$ cat src/rtl/dram_port_arbiter.sv
// Shares the single DRAM sequencer between the 68000 bus (port 0) and a DMA/video master (port 1).
// CPU has fixed priority, but DMA wins after MAX_CPU_STREAK CPU grants taken while DMA was waiting.
module dram_port_arbiter #(
  parameter int unsigned MAX_CPU_STREAK = 4
) (
  input  logic        CLK_ALT,
  input  logic        RST,
  input  logic        CPU_AS,
  input  logic        CPU_CS,
  input  logic        CPU_RW,
  input  logic        CPU_LDS,
  input  logic        CPU_UDS,
  input  logic [22:0] CPU_ADDR,
  output logic        CPU_DTACK,
  input  logic        DMA_REQ,
  input  logic        DMA_RW,
  input  logic [1:0]  DMA_BE,
  input  logic [22:0] DMA_ADDR,
  output logic        DMA_ACK,
  output logic        MEM_REQ,
  output logic [22:0] MEM_ADDR,
  output logic        MEM_RW,
  output logic        MEM_LDS,
  output logic        MEM_UDS,
  input  logic        MEM_ACK,
  input  logic        MEM_DONE
);

  localparam logic [3:0] STREAK_LIMIT = 4'(MAX_CPU_STREAK);

  typedef enum logic [2:0] {
    IDLE,
    GNT_CPU,
    GNT_DMA,
    END_CPU,
    RELEASE
  } state_t;

  state_t     state;
  logic       as1, as2, cs1, cs2;
  logic [3:0] streak;
  logic       cpu_req;
  logic       dma_wins;

  assign cpu_req  = ~as2 & ~cs2;
  assign dma_wins = DMA_REQ & (~cpu_req | (streak == STREAK_LIMIT));

  // NOTE: reset is synchronous here, so it sits inside the clocked branch rather than the
  // sensitivity list; every register below is plain logic, so all of them get a reset value.
  always_ff @(posedge CLK_ALT) begin
    if (!RST) begin
      state     <= IDLE;
      as1       <= 1'b1;
      as2       <= 1'b1;
      cs1       <= 1'b1;
      cs2       <= 1'b1;
      streak    <= '0;
      CPU_DTACK <= 1'b1;
      DMA_ACK   <= 1'b0;
      MEM_REQ   <= 1'b0;
      MEM_ADDR  <= '0;
      MEM_RW    <= 1'b1;
      MEM_LDS   <= 1'b1;
      MEM_UDS   <= 1'b1;
    end else begin
      // NOTE: non-blocking assignments everywhere in this block, so every branch sees the
      // pre-edge values of state, streak and the synchroniser stages.
      as1     <= CPU_AS;
      as2     <= as1;
      cs1     <= CPU_CS;
      cs2     <= cs1;
      DMA_ACK <= 1'b0;

      case (state)
        IDLE: begin
          if (dma_wins) begin
            MEM_REQ  <= 1'b1;
            MEM_ADDR <= DMA_ADDR;
            MEM_RW   <= DMA_RW;
            MEM_LDS  <= ~DMA_BE[0];
            MEM_UDS  <= ~DMA_BE[1];
            streak   <= '0;
            state    <= GNT_DMA;
          end else if (cpu_req) begin
            // CPU address and qualifiers are stable while AS is low, so they are taken unsynchronised.
            MEM_REQ  <= 1'b1;
            MEM_ADDR <= CPU_ADDR;
            MEM_RW   <= CPU_RW;
            MEM_LDS  <= CPU_LDS;
            MEM_UDS  <= CPU_UDS;
            if (!DMA_REQ) begin
              streak <= '0;
            end else if (streak != STREAK_LIMIT) begin
              streak <= streak + 4'd1;
            end
            state <= GNT_CPU;
          end else if (!DMA_REQ) begin
            streak <= '0;
          end
        end

        GNT_CPU: begin
          CPU_DTACK <= ~MEM_ACK;
          if (MEM_ACK) begin
            state <= END_CPU;
          end
        end

        END_CPU: begin
          // Hold DTACK until the synchronised strobe shows the CPU has finished its cycle.
          if (as2) begin
            MEM_REQ   <= 1'b0;
            CPU_DTACK <= 1'b1;
            state     <= RELEASE;
          end else begin
            CPU_DTACK <= 1'b0;
          end
        end

        GNT_DMA: begin
          if (MEM_ACK) begin
            DMA_ACK <= 1'b1;
            MEM_REQ <= 1'b0;
            state   <= RELEASE;
          end
        end

        RELEASE: begin
          MEM_LDS <= 1'b1;
          MEM_UDS <= 1'b1;
          if (MEM_DONE) begin
            state <= IDLE;
          end
        end

        default: state <= IDLE;
      endcase
    end
  end

endmodule

$ cat config.mk
export PLATFORM = sky130hd
export DESIGN_NAME = dram_port_arbiter
export DESIGN_NICKNAME = d
export VERILOG_FILES = /design/src/rtl/dram_port_arbiter.sv
export SDC_FILE = /design/constraint.sdc
export NUM_CORES = 1
export LEC_CHECK = 0
export ABC_AREA = 1
export ABC_CLOCK_PERIOD_IN_PS = 1710
export BUFFER_PORTS_ARGS = -buffer_cell sky130_fd_sc_hd__buf_2
export CAP_MARGIN = 20
export CORE_MARGIN = 2
export CORE_UTILIZATION = 38
export DETAILED_ROUTE_END_ITERATION = 8
export PLACE_DENSITY = 0.63
export REMOVE_ABC_BUFFERS = 1
export SLEW_MARGIN = 15
export SYNTH_ARGS = -nofsm -noshare
export SYNTH_HDL_FRONTEND = slang
export SYNTH_SLANG_ARGS = --single-unit
$ cat constraint.sdc
create_clock -name CLK_ALT -period 1.71 [get_ports CLK_ALT]
set_clock_uncertainty 0.15 [all_clocks]
set_input_delay 0.171 -clock CLK_ALT [delete_from_list [all_inputs] [get_ports CLK_ALT]]
set_output_delay 0.171 -clock CLK_ALT [all_outputs]
set_load 0.005 [all_outputs]
# Word-level counts from Yosys, hierarchy flattened
# Index checks and enable logic that the tools add are counted.
dict set report totals {
  word_cells 77
  ff_bits 40
  out_inout_bits 29
  inputBits 59
}
dict set report op_classes {
  reduce_logical 11
  eq_ne 13
  n_mux 30
  n_bitwise 9
  add_sub_neg 1
}
# cell n
set op_table {}
lappend op_table {{$mux 23} 2}
lappend op_table {{$mux 4} 5}
lappend op_table {{$mux 3} 6}
lappend op_table {{$pmux 3 s5} 1}
lappend op_table {{$mux 1} 12}
lappend op_table {{$ne 2x2->1 const B} 4}
lappend op_table {{$eq 3x2->1 const B} 2}
lappend op_table {{$ne 3x1->1 const B} 2}
lappend op_table {{$not 1->1} 6}
lappend op_table {{$pmux 1 s2} 3}
lappend op_table {{$reduce_and 2->1} 3}
lappend op_table {{$reduce_bool 2->1} 3}
lappend op_table {{$reduce_and 5->1} 1}
lappend op_table {{$add 4x1->4 const B} 1}
lappend op_table {{$eq 4x3->1 const B} 1}
lappend op_table {{$ne 4x3->1 const B} 1}
lappend op_table {{$reduce_and 4->1} 1}
lappend op_table {{$eq 3x1->1 const B} 1}
lappend op_table {{$eq 3x3->1 const B} 1}
lappend op_table {{$logic_not 3->1} 1}
lappend op_table {{$ne 3x3->1 const B} 1}
lappend op_table {{$pmux 1 s3} 1}
lappend op_table {{$reduce_and 3->1} 1}
lappend op_table {{$reduce_bool 3->1} 1}
lappend op_table {{other kinds (2)} 3}

# Logic depth before layout (Yosys ltp)
# Gate-level depths: netlist of run 1.
dict set report depth {
  depth_word 7
  mapped_depth 11
  ltp_nobuf 10
}

# Worst setup path before layout of run 1
# Ideal clock, no wire load.
dict set report synth_timing {
  kind {reg-to-reg}
  start {register streak[0]}
  end {register MEM_ADDR[5]}
  period_less_slack_ns 1.533
  path_slack_ns 0.177
  path_stages_with_launch 12
  t_required_ns 1.504
  setup_time_ns 0.056
  path_buffers 2
  arrival_ns 1.327
  path_cell_list {dfxtp_1 -> inv_1 -> ha_1 -> nand3_1 -> nand2_1 -> nand2_1 -> buf_4 -> buf_2 -> nand2_1 -> nand3_1 -> nand2_1 -> inv_1}
}
dict set report synth_between {
  elab_chain_cells 5
  elab_cells_between_ends 6
  cone_classes {1 x eq/ne; 1 x mux; 2 x bitwise; 2 x reduce/logical}
}
# item line
set synth_rtl {}
lappend synth_rtl {{from (decl)} 41} ;# logic [3:0] streak;
lappend synth_rtl {{from (signal assigned)} 94} ;# streak <= streak + 4'd1;
lappend synth_rtl {{$eq 4x3->1 (*)} 46} ;# assign dma_wins = DMA_REQ & (~cpu_req | (streak == STREAK_LIMIT));
lappend synth_rtl {{$or 1x1->1 (*)} 46}
lappend synth_rtl {{$and 1x1->1 (*)} 46}
lappend synth_rtl {{$reduce_bool 2->1 (no line)} -}
lappend synth_rtl {{$reduce_and 2->1 (no line)} -}
lappend synth_rtl {{to (signal assigned)} 61} ;# MEM_ADDR <= '0;
lappend synth_rtl {{to (signal assigned)} 78} ;# MEM_ADDR <= DMA_ADDR;
lappend synth_rtl {{to (signal assigned)} 87} ;# MEM_ADDR <= CPU_ADDR;
lappend synth_rtl {{to (decl)} 21} ;# output logic [22:0] MEM_ADDR,
# Mark *: on every way between the ends. The rest lies on a longest branch, timed or not.
# A chain may end at the register's enable or synchronous reset.

# Worst setup path in the final report of run 1
dict set report layout_timing {
  start {register state[0]}
  end {register MEM_ADDR[12]}
}
dict set report layout_between {
  elab_chain_cells 2
}
# item line
set layout_rtl {}
lappend layout_rtl {{from (decl)} 39} ;# state_t state;
lappend layout_rtl {{from (signal assigned)} 52} ;# state <= IDLE;
lappend layout_rtl {{from (signal assigned)} 83} ;# state <= GNT_DMA;
lappend layout_rtl {{from (signal assigned)} 96} ;# state <= GNT_CPU;
lappend layout_rtl {{$logic_not 3->1} 74} ;# case (state)
lappend layout_rtl {{$reduce_and 2->1 (no line)} -}
# No other way between the ends.

==> flow_summary.toml, run 1 <==
[status]
status = "finished clean"

[clock_network]
clk_latency_ns = 0.29
clock_path_buffers = 2
clk_pin_slew_worst_paths_ns = 0.08
cts_buffers = 5
cts_tree = "yes"
htreeDepth = 2
root_buffer = "clkbuf_8"
cts_sinks = 40

[critical_path]
slowest_delay_ns = 0.36
r2r_end = "MEM_ADDR[12]"
r2r_cells = 9
worstSetupPathDepth = 9
slowest_stage = "dfxtp_1"
worstSetupStartpointType = "flop"
endpoint = "MEM_ADDR[12]"
cp.required_ns = 1.75
worst-setup-path-type = "flop to flop"
crit_start = "state[0]"
worstPathMaxFanout = 14
critical_path.top_delay_family = "buffers and inverters"
crit_chain = "nor2_4, nand2_4, inv_4, nand2_4, inv_4, buf_4, nand3_1, nand2_1, inv_1"
rr_startpoint = "state[0]"
arrival_ns = 1.62
path_buf_inv = 4
end_kind = "flop"
r2r_setup_slack_ns = 0.13

[global_route]
grt_max_degree = 26
grt-ovfl-total = 0
grt_antenna_before_repair = 0
grt_pass1_vias = 1990
grtUsageTotal_pct = 17.5
grt_pass1_wl_um = 8490

[layout]
final-seq-area_um2 = 802
nFillCells = 548
multi_input_area_um2 = 953
fin_nets = 469
areaGrowthSynthToFinish_pct = 36.5
drive_gt1_share_pct = 28.4
largest_register = "MEM_ADDR"
instances_no_fill = 479
diodes = 0
largest_reg_flops = 23
largestRegisters = "MEM_ADDR (23), streak (4), state (3)"

[die]
num_rows = 26
core_um2 = 5110
fp.dieH_um = 76.6
start_util_pct = 39.2
die_width_um = 76.6
dieArea_um2 = 5860
ios = 88

[drt]
dr.pass1.iters = 4
drt_wl_total_um = 4900
drt_iter0_drc = 61
viasPerCell = 4.44
routedWlPerCell_um = 10.2
antenna_left = 0
vias = 2127
drc = 0

[timing]
hold_viol_final = 0
rsz0062_at_grt = "false"
finalMaxSlewViolations = 0
worst_pin_slew_ns = 0.225
max_slew_margin_pct = 85.0
period_needed_ns = 1.58
fin_crit_sh_pct = 92.6
max_freq_ghz = 0.632
setup_viol = 0

[hold_path]
hp-start = "DMA_ADDR[8]"
hold_path_class = "input pin to flop"

[synthesis]
syn_inst = 309
yosysWarnings = 0
synth-seq-area-share_pct = 40.0
synthDominantCellAreaShare_pct = 40.0
synth-seq-cells = 40
synth-edff-count = 0
syn_avg_cell_area_um2 = 6.47
synth_common_cells = "nand2_1, nor2_1, dfxtp_1"
synth_area_um2 = 2000
async_flop_share_pct = 0
yosysUniqueCellTypes = 23
synth.area.top_cells = "dfxtp_1, nand2_1, nor2_1"
synthFlopType = "dfxtp_1"
synth_top_area_cell = "dfxtp_1"
yosysMostFrequentCell = "nand2_1"

[power_and_ir_drop]
leakagePower_nw = 1.54
peakVddDrop_v = 0.000594
power.total_w = 0.00362
p_per_area_nw_per_um2 = 1330

[job]
cap_viol_max_count = 0

[placed_design]
routabilityCongestion = 0.788
hpwl_um = 3610
dp.cells = 460
io_buffers = 87
[worst reg2reg max path, cell delays in order (launching register included)]
cell and delay, ns:
dfxtp_1 0.36, nor2_4 0.16, nand2_4 0.09, inv_4 0.10, nand2_4 0.06, inv_4 0.15, buf_4 0.21, nand3_1 0.10
nand2_1 0.07, inv_1 0.04
[logic make-up after synthesis]
kind of cell | count (synthesis) | synth area share (%)
compound gates | 12 | 3.19
fa+ha+maj | 2 | 1.25
xor+xnor | 2 | 0.876
flops | 40 | 40.0
buf+inv | 52 | 12.8
simple gates | 201 | 41.8
[timing repair]
item                                    CTS  global route
endpoints found under the hold margin    10             0
setup buffers                             0             1
hold buffers                             10             0
endpoints found under the setup margin    0            26
gates resized for setup                   0             6
[layout by cell type, fill, tap and decap left out]
cell type | netlist | final
clkbuf_8 | 0 | 5
o21ai_0 | 5 | 4
nor2_4 | 1 | 1
clkinv_2 | 0 | 1
dfxtp_2 | 0 | 1
nand2_1 | 98 | 96
nand2_4 | 2 | 3
dfxtp_1 | 40 | 39
buf_6 | 1 | 1
nand2_2 | 0 | 1
xor2_1 | 2 | 2
clkbuf_1 | 4 | 1
nor2_1 | 62 | 62
a21oi_1 | 5 | 5
inv_4 | 2 | 2
inv_1 | 35 | 35
nor3_1 | 1 | 1
o2111ai_1 | 1 | 1
buf_12 | 2 | 2
nand3b_1 | 3 | 3
or2_2 | 4 | 4
buf_4 | 3 | 6
dlygate4sd3_1 | 0 | 10
inv_2 | 1 | 1
nand3_1 | 30 | 30
ha_1 | 2 | 2
buf_2 | 4 | 87
bufinv_16 | 0 | 1
o21ai_1 | 1 | 2
[report_power, final]
| group | internal [W] | switching (W) |
|---|---|---|
| Combinational | 0.000651 | 0.000870 |
| Sequential | 0.00120 | 0.000149 |
| Clock | 0.000433 | 0.000319 |
| Total | 0.00229 | 0.00134 |
[cell type report]
cell class                 instances  share of cell area (%)
inverter                          38                    5.41
multi-input combinational        217                    34.9
clock inverter                     2                    1.28
timing repair buffer             106                    23.1
sequential                        40                    29.4
tap                               70                    3.21
clock buffer                       6                    2.66
[metrics by stage]
step | hold slack (ns) | cell area [µm²] | setup WS [ns] | setup TNS (ns) | util [%]
after CTS | 0.000399 | 2710 | 0.00440 | 0 | 53.0
final | 0.00830 | 2730 | 0.127 | 0 | 53.5
after global routing | 0.0157 | 2730 | 0.000318 | 0 | 53.5
after global placement | 0.208 | 2500 | 0.117 | 0 | 48.9
after floorplan | 0.105 | 1890 | -0.475 | -10.79 | -
after detailed placement | 0.211 | 2500 | 0.0260 | 0 | 48.9
[how the worst min path moves through the flow]
stage	to	slack, ns	depth (start not counted)
after global placement	as1	0.21	2
after global routing	MEM_UDS	0.02	2
after floorplan	MEM_LDS	0.11	1
final	MEM_ADDR[8]	0.008	5
after detailed placement	as1	0.21	2
after CTS	MEM_ADDR[8]	0.0004	5
[metal layers]
layer  part of all wire [%]  routed length, µm  global-route usage [%]
met4                    1.4                 68                    6.00
met3                    8.2                404                    6.04
met1                     44               2140                    20.3
met2                     47               2280                    30.0
met5                      0                  0                       0
No activity file was read; power rests on OpenSTA's default activity.
==> inputs of run 2 (changes only) <==
Settings changed: ABC_CLOCK_PERIOD_IN_PS 1710 to 1500, CORE_ASPECT_RATIO from default to 0.9, PLACE_DENSITY 0.63 to 0.66.
Clock period 1.71 ns to 1.5 ns, I/O delays scaled along.
==> run 2 against run 1 <==
Net effect:
- hold slack got worse by 0.0082 ns
- register-to-register slack worse by 0.11 ns
- clock power is 11% lower
- critical path depth grew 2
- final area up 13%
- non-clock buffer count grew 28
- critical endpoint is now MEM_ADDR[9]
==> flow_summary.toml, run 2 (same netlist as run 1, synthesis figures left out) <==
[status]
status = "finished clean"

[layout]
drive_gt1_share_pct = 33.9
diodes = 0
final_cell_mix = "nand2_1, buf_2, nor2_1"
stdcell_area_um2 = 3090
multi_input_area_um2 = 1020
largestRegisters = "MEM_ADDR (23), streak (4), state (3)"
final_core_utilization_pct = 59.9
largest_reg_flops = 23
final-seq-area_um2 = 805
nFillCells = 470
areaGrowthSynthToFinish_pct = 54.5
fin_nets = 498
largest_register = "MEM_ADDR"

[critical_path]
endpoint = "MEM_ADDR[9]"
cp.required_ns = 1.54
r2r_setup_slack_ns = 0.02
arrival_ns = 1.52
end_kind = "flop"
worst-setup-path-type = "flop to flop"
rr_startpoint = "streak[0]"
crit_start = "streak[0]"
worstPathMaxFanout = 4
worstSetupStartpointType = "flop"
r2r_end = "MEM_ADDR[9]"
r2r_cells = 11

[die]
num_rows = 25
fp.dieH_um = 72.8
ios = 88
core_um2 = 5160
start_util_pct = 38.8
dieArea_um2 = 5860
die_width_um = 80.5

[drt]
routedWlPerCell_um = 11.4
drt_iter0_drc = 86
dr.pass1.iters = 5
drt_wl_total_um = 5730
viasPerCell = 4.47
drc = 0
vias = 2251
antenna_left = 0

[clock_network]
root_buffer = "clkbuf_8"
cts_tree = "yes"
clock_path_buffers = 2
clk_latency_ns = 0.29
clk_pin_slew_worst_paths_ns = 0.07
cts_buffers = 5
htreeDepth = 2
cts_sinks = 40

[global_route]
grtUsageTotal_pct = 19.1
grt_pass1_vias = 1948
grt_max_degree = 20
grt_antenna_before_repair = 0
grt_pass1_wl_um = 8680
grt-ovfl-total = 0

[timing]
worst_slack_ns = 0.0206
setup_viol = 0
max_freq_ghz = 0.676
max_slew_margin_pct = 86.5
worst_pin_slew_ns = 0.202
hold_viol_final = 0
finalMaxSlewViolations = 0
fin_crit_sh_pct = 98.6
period_needed_ns = 1.48
rsz0062_at_grt = "true"

[power_and_ir_drop]
pwr-share-seq_pct = 36.6
pwr-share-clk_pct = 15.7
p_sw_w = 0.00163
peakVddDrop_v = 0.000808
sw_frac_of_total_pct = 38.3
p_per_area_nw_per_um2 = 1380
leakagePower_nw = 1.67
combPwrFrac_pct = 47.7
intPower_w = 0.00263

[hold_path]
hold_path_class = "input pin to flop"

[job]
cap_viol_max_count = 0

[placed_design]
place_ws_ns = -0.0696
io_buffers = 87
hpwl_um = 3610
place_area_um2 = 2560
routabilityCongestion = 0.802
-- run 2: cell types whose count changed in the layout (fill, tap and decap cells not counted), moves of 3 or more --
cell | before | now
dlygate4sd3_1 | 10 | 28
nand2_1 | 96 | 86
nand2_2 | 1 | 10
buf_4 | 6 | 10
inv_1 | 35 | 31
buf_6 | 1 | 4
nand3_1 | 30 | 27
nand3_2 | 0 | 3
-- run 2: layer usage --
layer	vias to the layer above	wire, µm	track usage (%)
li1	1182	-	-
met1	993	2640	25.4
met2	67	2640	29.5
met3	9	365	4.95
met4	0	82	8.10
met5	-	0	0
-- run 2: how the worst min path moves through the flow --
stage,start,end,slack (ns),cells past startpoint
4_1_cts,DMA_ADDR[1],MEM_ADDR[1],0.0001,5
2_1_floorplan,RST,MEM_LDS,0.08,1
3_3_place_gp,CPU_AS,as1,0.19,2
5_1_grt,CPU_ADDR[14],MEM_ADDR[14],0.01,5
6_report,CPU_ADDR[20],MEM_ADDR[20],0.0001,5
3_5_place_dp,CPU_CS,cs1,0.19,2
-- run 2: timing repair --
action | 4_1_cts | 5_1_grt
buffers inserted | 1 | 3
resized for setup | 11 | 29
hold buffers | 28 | 0
gates cloned | 2 | 1
endpoints found under the setup margin | 28 | 32
pin swaps | 3 | 15
endpoints found under the hold margin | 23 | 0
-- run 2: final cells by class --
cell class	count	area share [%]
clock buffer	6	2.35
clock inverter	1	0.162
inverter	38	4.98
multi-input combinational	217	33.0
sequential	40	26.0
tap	67	2.71
timing repair buffer	134	30.6
timing repair inverter	1	0.162
-- run 2: power by group through the flow --
stage / Combinational, W / Sequential, W / Clock, W
floorplan: 0.00104 / 0.00158 / 0
global placement: 0.00182 / 0.00155 / 0
detailed placement: 0.00184 / 0.00156 / 0
CTS: 0.00193 / 0.00155 / 0.000694
global route: 0.00227 / 0.00159 / 0.000738
finish: 0.00203 / 0.00156 / 0.000668
-- run 2: through the flow --
stage / setup TNS (ns) / power, W / hold slack, ns / cells
finish: 0 / 0.00426 / 0.000137 / 504
global route: -0.644 / 0.00460 / 0.0126 / 504
CTS: -0.0637 / 0.00417 / 0.000137 / 500
detailed placement: -1.11 / 0.00340 / 0.195 / 462
global placement: -0.0246 / 0.00337 / 0.194 / 462
floorplan: -16.58 / 0.00262 / 0.0841 / 295
-- run 2: worst max-delay path, stage by stage (launching register included) --
cell and delay (ns):
dfxtp_2 0.33, inv_2 0.07, ha_4 0.12, nand3_2 0.06, nand2_2 0.09, nand2_4 0.07, buf_6 0.13, buf_4 0.14
nand2_1 0.05, nand3_1 0.07, nand2_1 0.06, inv_1 0.04
==> inputs of run 3 (changes only) <==
Settings changed: CTS_BUF_LIST from default to sky130_fd_sc_hd__clkbuf_8, MAX_ROUTING_LAYER from default to met4.
==> run 3 against run 2 <==
Net effect:
- routed wire length up 1.5%
- die area unchanged
- final cell count unchanged
- largest power group unchanged
- highest routed layer unchanged
- the run now ends with hold timing left
==> flow_summary.toml, run 3 (same netlist as run 1, synthesis figures left out) <==
[status]
status = "complete, but fails checks"
violations = "hold timing"

[global_route]
gr-usage-met3_pct = 3.96
grtUsageTotal_pct = 19.7
grt_pass1_wl_um = 8690
grt_util_met1_pct = 26.1
grt_pass1_vias = 1950
grt-ovfl-total = 0
gr-max-usage-layer = "met2"
grt_antenna_before_repair = 0
grt_max_degree = 20
met2_usage_pct = 29.5

[layout]
nFillCells = 470
final_common_cell = "buf_2"
areaGrowthSynthToFinish_pct = 55.0
instances_no_fill = 504
final_core_utilization_pct = 60.1
final-seq-area_um2 = 805
largestRegisters = "MEM_ADDR (23), streak (4), state (3)"
final_cell_mix = "buf_2, nand2_1, nor2_1"
fin_nets = 498
largest_register = "MEM_ADDR"
diodes = 0
drive_gt1_share_pct = 34.6
stdcell_area_um2 = 3100
largest_reg_flops = 23
multi_input_area_um2 = 1030

[power_and_ir_drop]
combPwrFrac_pct = 47.8
leakagePower_nw = 1.68
peakVddDrop_v = 0.000811
p_sw_w = 0.00164
pwr-share-seq_pct = 36.5
intPower_w = 0.00262
pwr-share-clk_pct = 15.6
p_per_area_nw_per_um2 = 1370
power.total_w = 0.00426
sw_frac_of_total_pct = 38.4

[clock_network]
root_buffer = "clkbuf_8"
cts_tree = "yes"
cts_buffers = 5
clk_latency_ns = 0.29
htreeDepth = 2
cts_sinks = 40
clock_path_buffers = 2
clk_pin_slew_worst_paths_ns = 0.08

[drt]
antenna_left = 0
dr.pass1.iters = 5
drc = 0
drt_iter0_drc = 112
routedWlPerCell_um = 11.5
drt_wl_total_um = 5810
vias = 2303
viasPerCell = 4.57

[die]
num_rows = 25
dieArea_um2 = 5860
core_um2 = 5160
ios = 88
die_width_um = 80.5
start_util_pct = 38.8
fp.dieH_um = 72.8

[placed_design]
io_buffers = 87
place_area_um2 = 2560
dp.cells = 462
place_ws_ns = -0.0696
hpwl_um = 3610
routabilityCongestion = 0.814

[timing]
max_slew_margin_pct = 86.7
worst_pin_slew_ns = 0.199
hold-worst-slack_ns = -0.00128
worst_slack_ns = 0.0150
setup_viol = 0
rsz0062_at_grt = "true"
hold_viol_final = 1
max_freq_ghz = 0.673
period_needed_ns = 1.48
finalMaxSlewViolations = 0
fin_crit_sh_pct = 99.0

[critical_path]
end_kind = "flop"
crit_chain = "inv_2, ha_4, nand3_2, nand2_2, nand2_4, buf_6, buf_6, nand2_2, nand3_1, nand2_1, inv_1"
worst-setup-path-type = "flop to flop"
worstPathMaxFanout = 5
slowest_delay_ns = 0.33
r2r_cells = 11
critical_path.top_delay_family = "simple AND/OR/NAND/NOR gates"
cp.required_ns = 1.54
path_buf_inv = 4
worstSetupPathDepth = 11
worstSetupStartpointType = "flop"
arrival_ns = 1.52
slowest_stage = "dfxtp_2"

[hold_path]
whs_path_depth = 5
hold_path_class = "input pin to flop"

[job]
cap_viol_max_count = 0
run 3: changes by cell type in the layout (fill, tap and decap cells not counted):
cell,previous run,this run
clkbuf_1,1,0
inv_1,31,32
nand2_1,86,84
nand2_2,10,12
nand3_1,27,26
nand3_2,3,4
run 3: per-layer routing:
layer  wire length (µm)  part of all wire (%)
met5                  0                     0
met1               2670                    46
met4                 80                   1.4
met3                368                   6.3
met2               2690                    46
run 3: worst reg2reg max path, delay by kind of cell (launching register included):
kind          cells  cell delay (ns)
fa+ha+maj         1             0.12
buf+inv           4             0.38
flops             1             0.33
simple gates      6             0.41
run 3: through the flow:
step	hold WS [ns]	TNS, ns
final	-0.00128	0
after global routing	0.00808	-0.670
after CTS	0.000137	-0.0635
after detailed placement	0.195	-1.11
after global placement	0.194	-0.0246
after floorplan	0.0841	-16.58
run 3: what timing repair did:
item,4_1_cts,5_1_grt
endpoints found under the hold margin,23,0
cloned,2,1
gates resized for setup,11,32
endpoints found under the setup margin,28,32
hold buffers,28,0
pin swaps,3,15
setup buffers,1,3
run 3: final cells by class:
cell class                 instances  area share (%)
timing repair inverter             1           0.161
clock inverter                     2           0.282
multi-input combinational        217            33.2
tap                               67            2.70
inverter                          38            4.96
timing repair buffer             134            30.5
clock buffer                       5            2.22
sequential                        40            25.9
run 3: power by group through the flow:
stage / sequential (W) / combinational, W / clock (W)
final: 0.00156 / 0.00204 / 0.000666
after global routing: 0.00159 / 0.00228 / 0.000732
after CTS: 0.00155 / 0.00193 / 0.000687
after detailed placement: 0.00156 / 0.00184 / 0
after global placement: 0.00155 / 0.00182 / 0
after floorplan: 0.00158 / 0.00104 / 0
run 3: path summary, 6_finish.rpt:
path / from / end / slack [ns]
worst min register to register: as1 / as2 / 0.26
worst max register to register: streak[0] / MEM_ADDR[6] / 0.02
worst min-delay path: CPU_ADDR[20] / MEM_ADDR[20] / -0.001
worst max-delay path: streak[0] / MEM_ADDR[6] / 0.02
